==> src/rtl/riscv_pkg.sv <==
// Shared RV32I definitions used by the front-end pipeline stages.
// Holds the fetch entry type passed from fetch to decode.
package riscv_pkg;

   localparam int XLEN = 32;

   // addi x0, x0, 0
   localparam logic [XLEN-1:0] NOP_INSTR = 32'h0000_0013;

   localparam logic [6:0] OP     = 7'b0110011;
   localparam logic [6:0] OP_IMM = 7'b0010011;
   localparam logic [6:0] LOAD   = 7'b0000011;
   localparam logic [6:0] STORE  = 7'b0100011;
   localparam logic [6:0] BRANCH = 7'b1100011;
   localparam logic [6:0] JAL    = 7'b1101111;
   localparam logic [6:0] JALR   = 7'b1100111;
   localparam logic [6:0] LUI    = 7'b0110111;

   typedef struct packed {
      logic [XLEN-1:0] pc;
      logic [XLEN-1:0] instr;
   } fetch_entry_t;

   function automatic logic [XLEN-1:0] align_word(input logic [XLEN-1:0] addr);
      return {addr[XLEN-1:2], 2'b00};
   endfunction

endpackage

==> src/rtl/fetch_fifo.sv <==
// Small synchronous FIFO with flush and combinational head read.
// Used both as the prefetch buffer and as the in-flight PC queue.
module fetch_fifo
   import riscv_pkg::*;
#(
   parameter int DEPTH = 4,
   parameter type T = fetch_entry_t,
   localparam int CW = $clog2(DEPTH + 1)
) (
   input  logic          clk,
   input  logic          rst_n,
   input  logic          push,
   input  logic          pop,
   input  logic          flush,
   input  T              din,
   output T              head,
   output logic [CW-1:0] count
);

   localparam int AW = (DEPTH > 1) ? $clog2(DEPTH) : 1;

   T              mem [DEPTH];
   logic [AW-1:0] rd_ptr;
   logic [AW-1:0] wr_ptr;
   logic          do_push;
   logic          do_pop;

   function automatic logic [AW-1:0] bump(input logic [AW-1:0] p);
      return (p == AW'(DEPTH - 1)) ? '0 : p + AW'(1);
   endfunction

   // A full FIFO still accepts a push when the head leaves in the same cycle.
   assign do_pop  = pop && (count != '0);
   assign do_push = push && ((count != CW'(DEPTH)) || do_pop);
   assign head    = mem[rd_ptr];

   always_ff @(posedge clk) begin
      if (!rst_n || flush) begin
         rd_ptr <= '0;
         wr_ptr <= '0;
         count  <= '0;
      end else begin
         if (do_push) wr_ptr <= bump(wr_ptr);
         if (do_pop)  rd_ptr <= bump(rd_ptr);
         count <= count + CW'(do_push) - CW'(do_pop);
      end
   end

   always_ff @(posedge clk) begin
      if (do_push) mem[wr_ptr] <= din;
   end

   always_ff @(posedge clk) begin
      if (rst_n && !flush) assert (!(push && !do_push));
   end

endmodule

==> src/rtl/if_fetch_unit.sv <==
// RV32I instruction fetch: owns the PC, keeps imem requests credit-limited,
// buffers returned words with their PC and flushes on branch redirects.
module if_fetch_unit
   import riscv_pkg::*;
#(
   parameter logic [XLEN-1:0] RESET_PC        = 32'h0000_0000,
   parameter int              DEPTH           = 4,
   parameter int              MAX_OUTSTANDING = 2
) (
   input  logic            clk,
   input  logic            rst_n,
   output logic            imem_req,
   output logic [XLEN-1:0] imem_addr,
   input  logic            imem_gnt,
   input  logic            imem_rvalid,
   input  logic [XLEN-1:0] imem_rdata,
   input  logic            redirect_valid,
   input  logic [XLEN-1:0] redirect_pc,
   output logic            if_valid,
   output logic [XLEN-1:0] if_instr,
   output logic [XLEN-1:0] if_pc,
   input  logic            id_ready
);

   localparam int CW = $clog2(DEPTH + 1);
   localparam int OW = $clog2(MAX_OUTSTANDING + 1);

   logic [XLEN-1:0] fetch_pc;
   logic [OW-1:0]   outstanding;
   logic [OW-1:0]   drop_cnt;
   logic [CW-1:0]   fifo_count;
   logic [OW-1:0]   pcq_count;
   logic [XLEN-1:0] pcq_head;
   logic [XLEN-1:0] in_use;
   fetch_entry_t    fifo_head;
   fetch_entry_t    fifo_din;
   logic            issue;
   logic            rsp;
   logic            rsp_keep;
   logic            pop;

   // Slots already promised: buffered words plus responses that will be kept.
   assign in_use = XLEN'(fifo_count) + XLEN'(outstanding) - XLEN'(drop_cnt);

   assign imem_req  = rst_n && !redirect_valid
                      && (outstanding < OW'(MAX_OUTSTANDING))
                      && (in_use < XLEN'(DEPTH));
   assign imem_addr = fetch_pc;
   assign issue     = imem_req && imem_gnt;

   // A response with nothing outstanding is a leftover from before reset.
   assign rsp      = imem_rvalid && (outstanding != '0);
   assign rsp_keep = rsp && (drop_cnt == '0) && !redirect_valid;
   assign pop      = if_valid && id_ready && !redirect_valid;
   assign fifo_din = '{pc: pcq_head, instr: imem_rdata};

   assign if_valid = (fifo_count != '0);
   assign if_instr = if_valid ? fifo_head.instr : NOP_INSTR;
   assign if_pc    = if_valid ? fifo_head.pc : '0;

   always_ff @(posedge clk) begin
      if (!rst_n) begin
         fetch_pc    <= RESET_PC;
         outstanding <= '0;
         drop_cnt    <= '0;
      end else begin
         outstanding <= outstanding + OW'(issue) - OW'(rsp);
         if (redirect_valid) begin
            fetch_pc <= align_word(redirect_pc);
            drop_cnt <= outstanding - OW'(rsp);
         end else begin
            if (issue) fetch_pc <= fetch_pc + 32'd4;
            if (rsp && (drop_cnt != '0)) drop_cnt <= drop_cnt - OW'(1);
         end
      end
   end

   // PC queue only ever holds the requests whose responses will be kept.
   always_ff @(posedge clk) begin
      if (rst_n) assert (pcq_count == outstanding - drop_cnt);
   end

   fetch_fifo #(
      .DEPTH (DEPTH),
      .T     (fetch_entry_t)
   ) u_ifq (
      .clk   (clk),
      .rst_n (rst_n),
      .push  (rsp_keep),
      .pop   (pop),
      .flush (redirect_valid),
      .din   (fifo_din),
      .head  (fifo_head),
      .count (fifo_count)
   );

   fetch_fifo #(
      .DEPTH (MAX_OUTSTANDING),
      .T     (logic [XLEN-1:0])
   ) u_pcq (
      .clk   (clk),
      .rst_n (rst_n),
      .push  (issue),
      .pop   (rsp_keep),
      .flush (redirect_valid),
      .din   (fetch_pc),
      .head  (pcq_head),
      .count (pcq_count)
   );

endmodule
==> config.mk <==
export PLATFORM = sky130hd
export DESIGN_NAME = if_fetch_unit
export DESIGN_NICKNAME = d
export VERILOG_FILES = /design/src/rtl/riscv_pkg.sv /design/src/rtl/fetch_fifo.sv /design/src/rtl/if_fetch_unit.sv
export SDC_FILE = /design/constraint.sdc
export NUM_CORES = 1
export LEC_CHECK = 0
export BUFFER_PORTS_ARGS = -buffer_cell sky130_fd_sc_hd__buf_2
export CORE_ASPECT_RATIO = 1.2
export CORE_MARGIN = 4
export CORE_UTILIZATION = 30
export CTS_CLUSTER_SIZE = 28
export DETAILED_ROUTE_END_ITERATION = 10
export MAX_ROUTING_LAYER = met4
export SYNTH_ARGS = -nofsm -noshare
export SYNTH_HDL_FRONTEND = slang
export SYNTH_SLANG_ARGS = --single-unit
==> constraint.sdc <==
create_clock -name clk -period 5.84 [get_ports clk]
set_clock_uncertainty 0.1 [all_clocks]
set_input_delay 0 -clock clk [delete_from_list [all_inputs] [get_ports clk]]
set_output_delay 0 -clock clk [all_outputs]
set_load 0.05 [all_outputs]
==> impl_metrics.json, run 1 <==
{
  "grt_max_degree": 63,
  "seq_area_frac_synth": 0.701,
  "min_period_ns": 4.35,
  "cts_tree": "done",
  "criticalPathCategory": "flip-flop to flip-flop",
  "ys.flop_type": "edfxtp_1",
  "wirelength_mm": 33.8,
  "cp_data_arrival_time_ns": 4.73,
  "place_congestion": 0.791,
  "vias": 8493,
  "synth.top_cells.by_area": "edfxtp_1, mux4_2, dfxtp_1, mux2_2, nor2b_1",
  "h-tree-depth": 2,
  "yosysUniqueCellTypes": 56,
  "holdCritPathClass": "input pin to flip-flop",
  "synth_commonest_cells": "edfxtp_1, nor2b_1, mux4_2",
  "yosysTopAreaCell": "edfxtp_1",
  "clock.fmax_mhz": 230,
  "grt_usage": 0.133,
  "die_height_um": 249,
  "fin_nets": 1221,
  "cts_root_buf": "clkbuf_16",
  "post_cts_resized": 0,
  "max-vdd-ir-drop_mv": 0.178,
  "powerDensity_nw_per_um2": 320,
  "syn-mean-instance-area_um2": 16.8,
  "worstMarginPinSlew_ns": 1.15,
  "drive_gt1_frac": 0.292,
  "grt_busiest_layer": "met2",
  "drt_iter0_drc": 505,
  "grt_antenna_before_repair": 0,
  "fp.dieW_um": 209,
  "grt.met3_usage": 0.0319,
  "p_leak_nw": 6.27,
  "die_area_um2": 52100,
  "first_pass_iters": 5,
  "maxCapViolCount": 0,
  "stdcell_count": 1784,
  "post_drt_wl_per_cell_um": 19.0,
  "use_met2": 0.221,
  "rsz0062_at_grt": "false",
  "fin_tns_setup_ns": 0,
  "synth_top_area_share": 0.635,
  "core_um2": 48000,
  "ioPinCount": 168,
  "critPathLaunchType": "flip-flop",
  "dpl.hpwl_mm": 20.4,
  "holdPathStages": 2,
  "drc": 0,
  "std_cell_rows": 88,
  "worstPathMaxFanout": 28,
  "syn2layout_area_growth_pct": 25.2,
  "critPathRequiredTime_ns": 6.22,
  "worst_slew_margin_rel": 0.235,
  "ant_nets": 0,
  "syn_area_um2": 14600,
  "cts_sinks": 356,
  "placedCellCount": 1622,
  "portBuffers": 161,
  "grt_pass1_wl_mm": 53.0,
  "insertedDiodeCount": 0,
  "slew_violations": 0,
  "outcome": "finished, final reports clean",
  "ys_async_sr_fraction": 0,
  "first_global_vias": 9007,
  "viasPerCell": 4.76,
  "ys_ff_latch": 356,
  "fin_util": 0.379,
  "ff2ff_path_depth": 10,
  "post-synth-top-count-cell": "edfxtp_1",
  "synth-edff-count": 308,
  "start_util": 0.303,
  "grt-ovfl-total": 0,
  "postCtsSetupBuffers": 0,
  "post-route-period-util": 0.744,
  "cts_made_buffers": 38,
  "hold_viol": 0,
  "synth_warnings": 0,
  "clock_latency_ns": 0.54,
  "setup_viol": 0,
  "end_kind": "flip-flop",
  "cts.clk_slew.worst_paths_ns": 0.06,
  "syn_inst": 864,
  "use_met1": 0.166,
  "cts.path.max_buffers": 3
}
==> flip-flops by register name (all words and copies together) (netlist names), named ones only <==
register / flops
u_ifq.mem: 248
u_ifq.rd_ptr: 2
u_pcq.wr_ptr: 1
imem_addr: 30
u_pcq.rd_ptr: 1
u_pcq.mem: 60
drop_cnt: 2
outstanding: 2
u_pcq.count: 2
u_ifq.wr_ptr: 2
u_ifq.count: 3
==> layer usage <==
metal	routed length (um)	up-vias
li1	-	3895
met1	14600	4330
met2	16800	225
met3	1800	43
met4	674	0
met5	0	-
==> path summary, 6_finish.rpt <==
check / start / end / slack, ns
worst min-delay path: imem_rdata[24] / u_ifq.mem[3][24] / 0.11
worst max-delay path: outstanding[1] / imem_addr[12] / 1.49
worst max register to register: outstanding[1] / imem_addr[12] / 1.49
worst min register to register: u_pcq.rd_ptr / u_pcq.rd_ptr / 0.42
==> layout by cell type, fill, tap and decap left out, types with 6 or more instances in the layout <==
| cell type | count |
|---|---|
| nor2_1 | 22 |
| edfxtp_1 | 308 |
| buf_2 | 161 |
| o21ai_0 | 8 |
| buf_4 | 12 |
| inv_1 | 25 |
| xnor2_1 | 9 |
| mux4_2 | 62 |
| clkinv_1 | 10 |
| nand2_1 | 44 |
| nand4_1 | 10 |
| a21oi_1 | 6 |
| mux2i_1 | 14 |
| clkbuf_1 | 7 |
| clkbuf_16 | 39 |
| nor3_1 | 7 |
| and3_1 | 6 |
| and2_1 | 7 |
| dlygate4sd3_1 | 99 |
| ha_1 | 18 |
| o22ai_1 | 12 |
| nor2b_1 | 62 |
| nand3_1 | 23 |
| mux2_2 | 39 |
| o211ai_1 | 6 |
| and4_1 | 7 |
| dfxtp_1 | 46 |
==> stage by stage <==
stage / hold WS, ns / cell area [um2] / setup slack [ns] / total power [mW]
2_1_floorplan: -0.00113 / 14600 / 1.49 / 3.38
3_3_place_gp: 0.114 / 16100 / 2.01 / 3.54
3_5_place_dp: 0.117 / 16100 / 2.02 / 3.56
4_1_cts: 0.0631 / 18200 / 1.52 / 5.92
5_1_grt: 0.101 / 18200 / 1.28 / 6.08
6_report: 0.111 / 18200 / 1.49 / 5.84
==> cell families (layout without fill, tap and decap cells) <==
group                      after synthesis  count (layout)  share of synthesized area
muxes                                  115             115                      0.136
adders and majority gates               20              20                     0.0182
buffers and inverters                   74             361                     0.0213
xor gates and xnor gates                11              11                    0.00662
DFF                                    356             356                      0.701
other                                    1               4                   0.000258
AOI/OAI and AO/OA                       73              73                     0.0357
and+or+nand+nor                        214             214                     0.0808
==> what timing repair did <==
item	in CTS	in global routing
hold buffers	99	0
setup endpoints to repair	0	0
hold endpoints to repair	166	0
==> report_power, final <==
part,switching (mW),total (mW),internal (mW)
logic,0.372,0.604,0.232
clock network,0.941,2.29,1.35
registers,0.0633,2.95,2.88
==> cell type report <==
| type | instances | area, um2 |
|---|---|---|
| Clock buffer | 46 | 1000 |
| Sequential cell | 356 | 10200 |
| Tap cell | 630 | 788 |
| Multi-Input combinational cell | 437 | 4070 |
| Inverter | 26 | 97.6 |
| Timing Repair Buffer | 272 | 1890 |
| Clock inverter | 17 | 160 |
| Fill cell | 4566 | 29800 |
==> worst max-delay path, cell delays in order (launching register included) <==
cell and delay, ns:
dfxtp_1 0.37, inv_1 0.12, fa_1 0.54, inv_1 0.04, ha_1 0.26, and3b_1 0.17, o21ai_0 0.50, a211o_1 0.99
mux2_2 0.42, o22ai_1 0.15, dlygate4sd3_1 0.60
(Power assumes the default switching activity.)
==> inputs of run 2 (changes only) <==
==> constraint.sdc (replaced) <==
create_clock -name clk -period 3.9 [get_ports clk]
set_clock_uncertainty 0.1 [all_clocks]
set_input_delay 0 -clock clk [delete_from_list [all_inputs] [get_ports clk]]
set_output_delay 0 -clock clk [all_outputs]
set_load 0.05 [all_outputs]
==> run 2 against run 1 <==
Effect of this change: clock power is 50% higher; first-iteration DRC count is 13% lower; worst setup slack worse by 1.3 ns; largest power group unchanged.
==> impl_metrics.json, run 2 (synthesis gave the netlist of run 1 again) <==
{
  "fp.dieW_um": 209,
  "holdCritPathClass": "input pin to flip-flop",
  "ff2ff_path_depth": 11,
  "cts_sinks": 356,
  "first_pass_iters": 5,
  "vias": 8454,
  "grt_antenna_before_repair": 0,
  "cts_root_buf": "clkbuf_16",
  "grt_pass1_wl_mm": 52.3,
  "worstPathMaxFanout": 23,
  "post-route-period-util": 0.959,
  "hold_viol": 0,
  "maxCapViolCount": 0,
  "powerDensity_nw_per_um2": 478,
  "reg2reg_to": "imem_addr[21]",
  "cts_tree": "done",
  "place_congestion": 0.819,
  "fin_util": 0.382,
  "reg2reg_from": "outstanding[1]",
  "die_area_um2": 52100,
  "fin_tns_setup_ns": 0,
  "drt_iter0_drc": 437,
  "worstSetupEndpoint": "imem_addr[21]",
  "std_cell_rows": 88,
  "criticalPathCategory": "flip-flop to flip-flop",
  "drc": 0,
  "fin_nets": 1224,
  "setup_viol": 0,
  "clock_latency_ns": 0.56,
  "critPathLaunchType": "flip-flop",
  "core_um2": 48000,
  "worstHoldStart": "imem_rdata[5]",
  "layout_commonest_cell": "edfxtp_1",
  "end_kind": "flip-flop",
  "grt_max_degree": 63,
  "portBuffers": 161,
  "outcome": "finished, final reports clean",
  "die_height_um": 249,
  "drive_gt1_frac": 0.306,
  "slew_violations": 0,
  "critPathRequiredTime_ns": 4.30,
  "worst_slew_margin_rel": 0.316,
  "first_global_vias": 9001,
  "min_period_ns": 3.74,
  "ant_nets": 0,
  "startpoint": "outstanding[1]",
  "cts_made_buffers": 38,
  "grt_usage": 0.133,
  "viasPerCell": 4.72,
  "ioPinCount": 168,
  "place_area_um2": 16200,
  "h-tree-depth": 2,
  "r2r_slack_ns": 0.16,
  "insertedDiodeCount": 0,
  "postCtsSetupBuffers": 0,
  "largest_reg_flops": 248,
  "p_leak_nw": 6.29,
  "rsz0062_at_grt": "false",
  "grt-ovfl-total": 0,
  "post_drt_wl_per_cell_um": 18.8,
  "syn2layout_area_growth_pct": 26.0,
  "worstMarginPinSlew_ns": 1.03,
  "max-vdd-ir-drop_mv": 0.239,
  "cts.clk_slew.worst_paths_ns": 0.07,
  "layout_common_cells": "edfxtp_1, buf_2, dlygate4sd3_1, nor2b_1, mux4_2",
  "dpl.hpwl_mm": 20.6,
  "start_util": 0.303,
  "fin_area_um2": 18300,
  "wirelength_mm": 33.6,
  "cts.path.max_buffers": 3,
  "clock.fmax_mhz": 267,
  "cp_data_arrival_time_ns": 4.14,
  "regMostFlops": "u_ifq.mem"
}
[run 2: cell types whose count changed in the layout (fill, tap and decap cells not counted), sizes merged]
| cell | change |
|---|---|
| dlygate4sd3 | -7 |
| clkinvlp | +4 |
| inv | -2 |
| clkinv | +3 |
| bufinv | -1 |
| buf | +10 |
[run 2: worst max-delay path, stage by stage (launching register included)]
cell	delay (ns)
dfxtp_1	0.37
inv_1	0.12
fa_1	0.54
inv_1	0.04
ha_1	0.27
and3b_1	0.18
or4_4	0.52
a21oi_2	0.18
buf_6	0.25
mux2_2	0.37
o211ai_1	0.17
dlygate4sd3_1	0.56
[run 2: per-layer routing]
layer	vias to the layer above	part of all wire	global-route usage
li1	3915	-	-
met1	4248	0.43	0.167
met2	235	0.49	0.218
met3	56	0.052	0.0238
met4	0	0.027	0.0468
met5	-	0	-
[run 2: what timing repair did]
item,in CTS,in global routing
setup endpoints to repair,0,9
endpoints found under the hold margin,169,0
resized for setup,0,3
hold buffers,92,0
[run 2: layout make-up]
class | instances | area [um2]
Sequential cell | 356 | 10200
Clock inverter | 21 | 189
Timing Repair Buffer | 275 | 1980
Inverter | 26 | 97.6
Multi-Input combinational cell | 437 | 4070
Clock buffer | 46 | 1000
Fill cell | 4506 | 29700
Tap cell | 630 | 788
[run 2: worst min path at each step]
stage | endpoint | slack [ns] | cells after the start
2_1_floorplan | u_ifq.mem[0][0] | -0.001 | 0
3_3_place_gp | u_ifq.mem[1][27] | 0.11 | 1
3_5_place_dp | u_ifq.mem[0][28] | 0.12 | 1
4_1_cts | u_ifq.mem[2][5] | 0.06 | 2
5_1_grt | u_ifq.mem[1][17] | 0.08 | 2
6_report | u_ifq.mem[2][5] | 0.11 | 2
[run 2: power breakdown]
group | internal (mW) | leakage [nW] | switching (mW)
clock network | 1.98 | 0.569 | 1.46
logic | 0.355 | 2.54 | 0.560
registers | 4.31 | 3.18 | 0.0939
[run 2: metrics by stage]
step	hold WS, ns	std cells	worst slack (ns)	total power, mW
after global routing	0.0828	1791	0.0188	9.14
after global placement	0.114	1632	0.448	5.32
final	0.106	1791	0.160	8.76
after floorplan	-0.00113	867	0.0848	5.06
after detailed placement	0.117	1632	0.409	5.34
after CTS	0.0598	1791	0.105	8.89
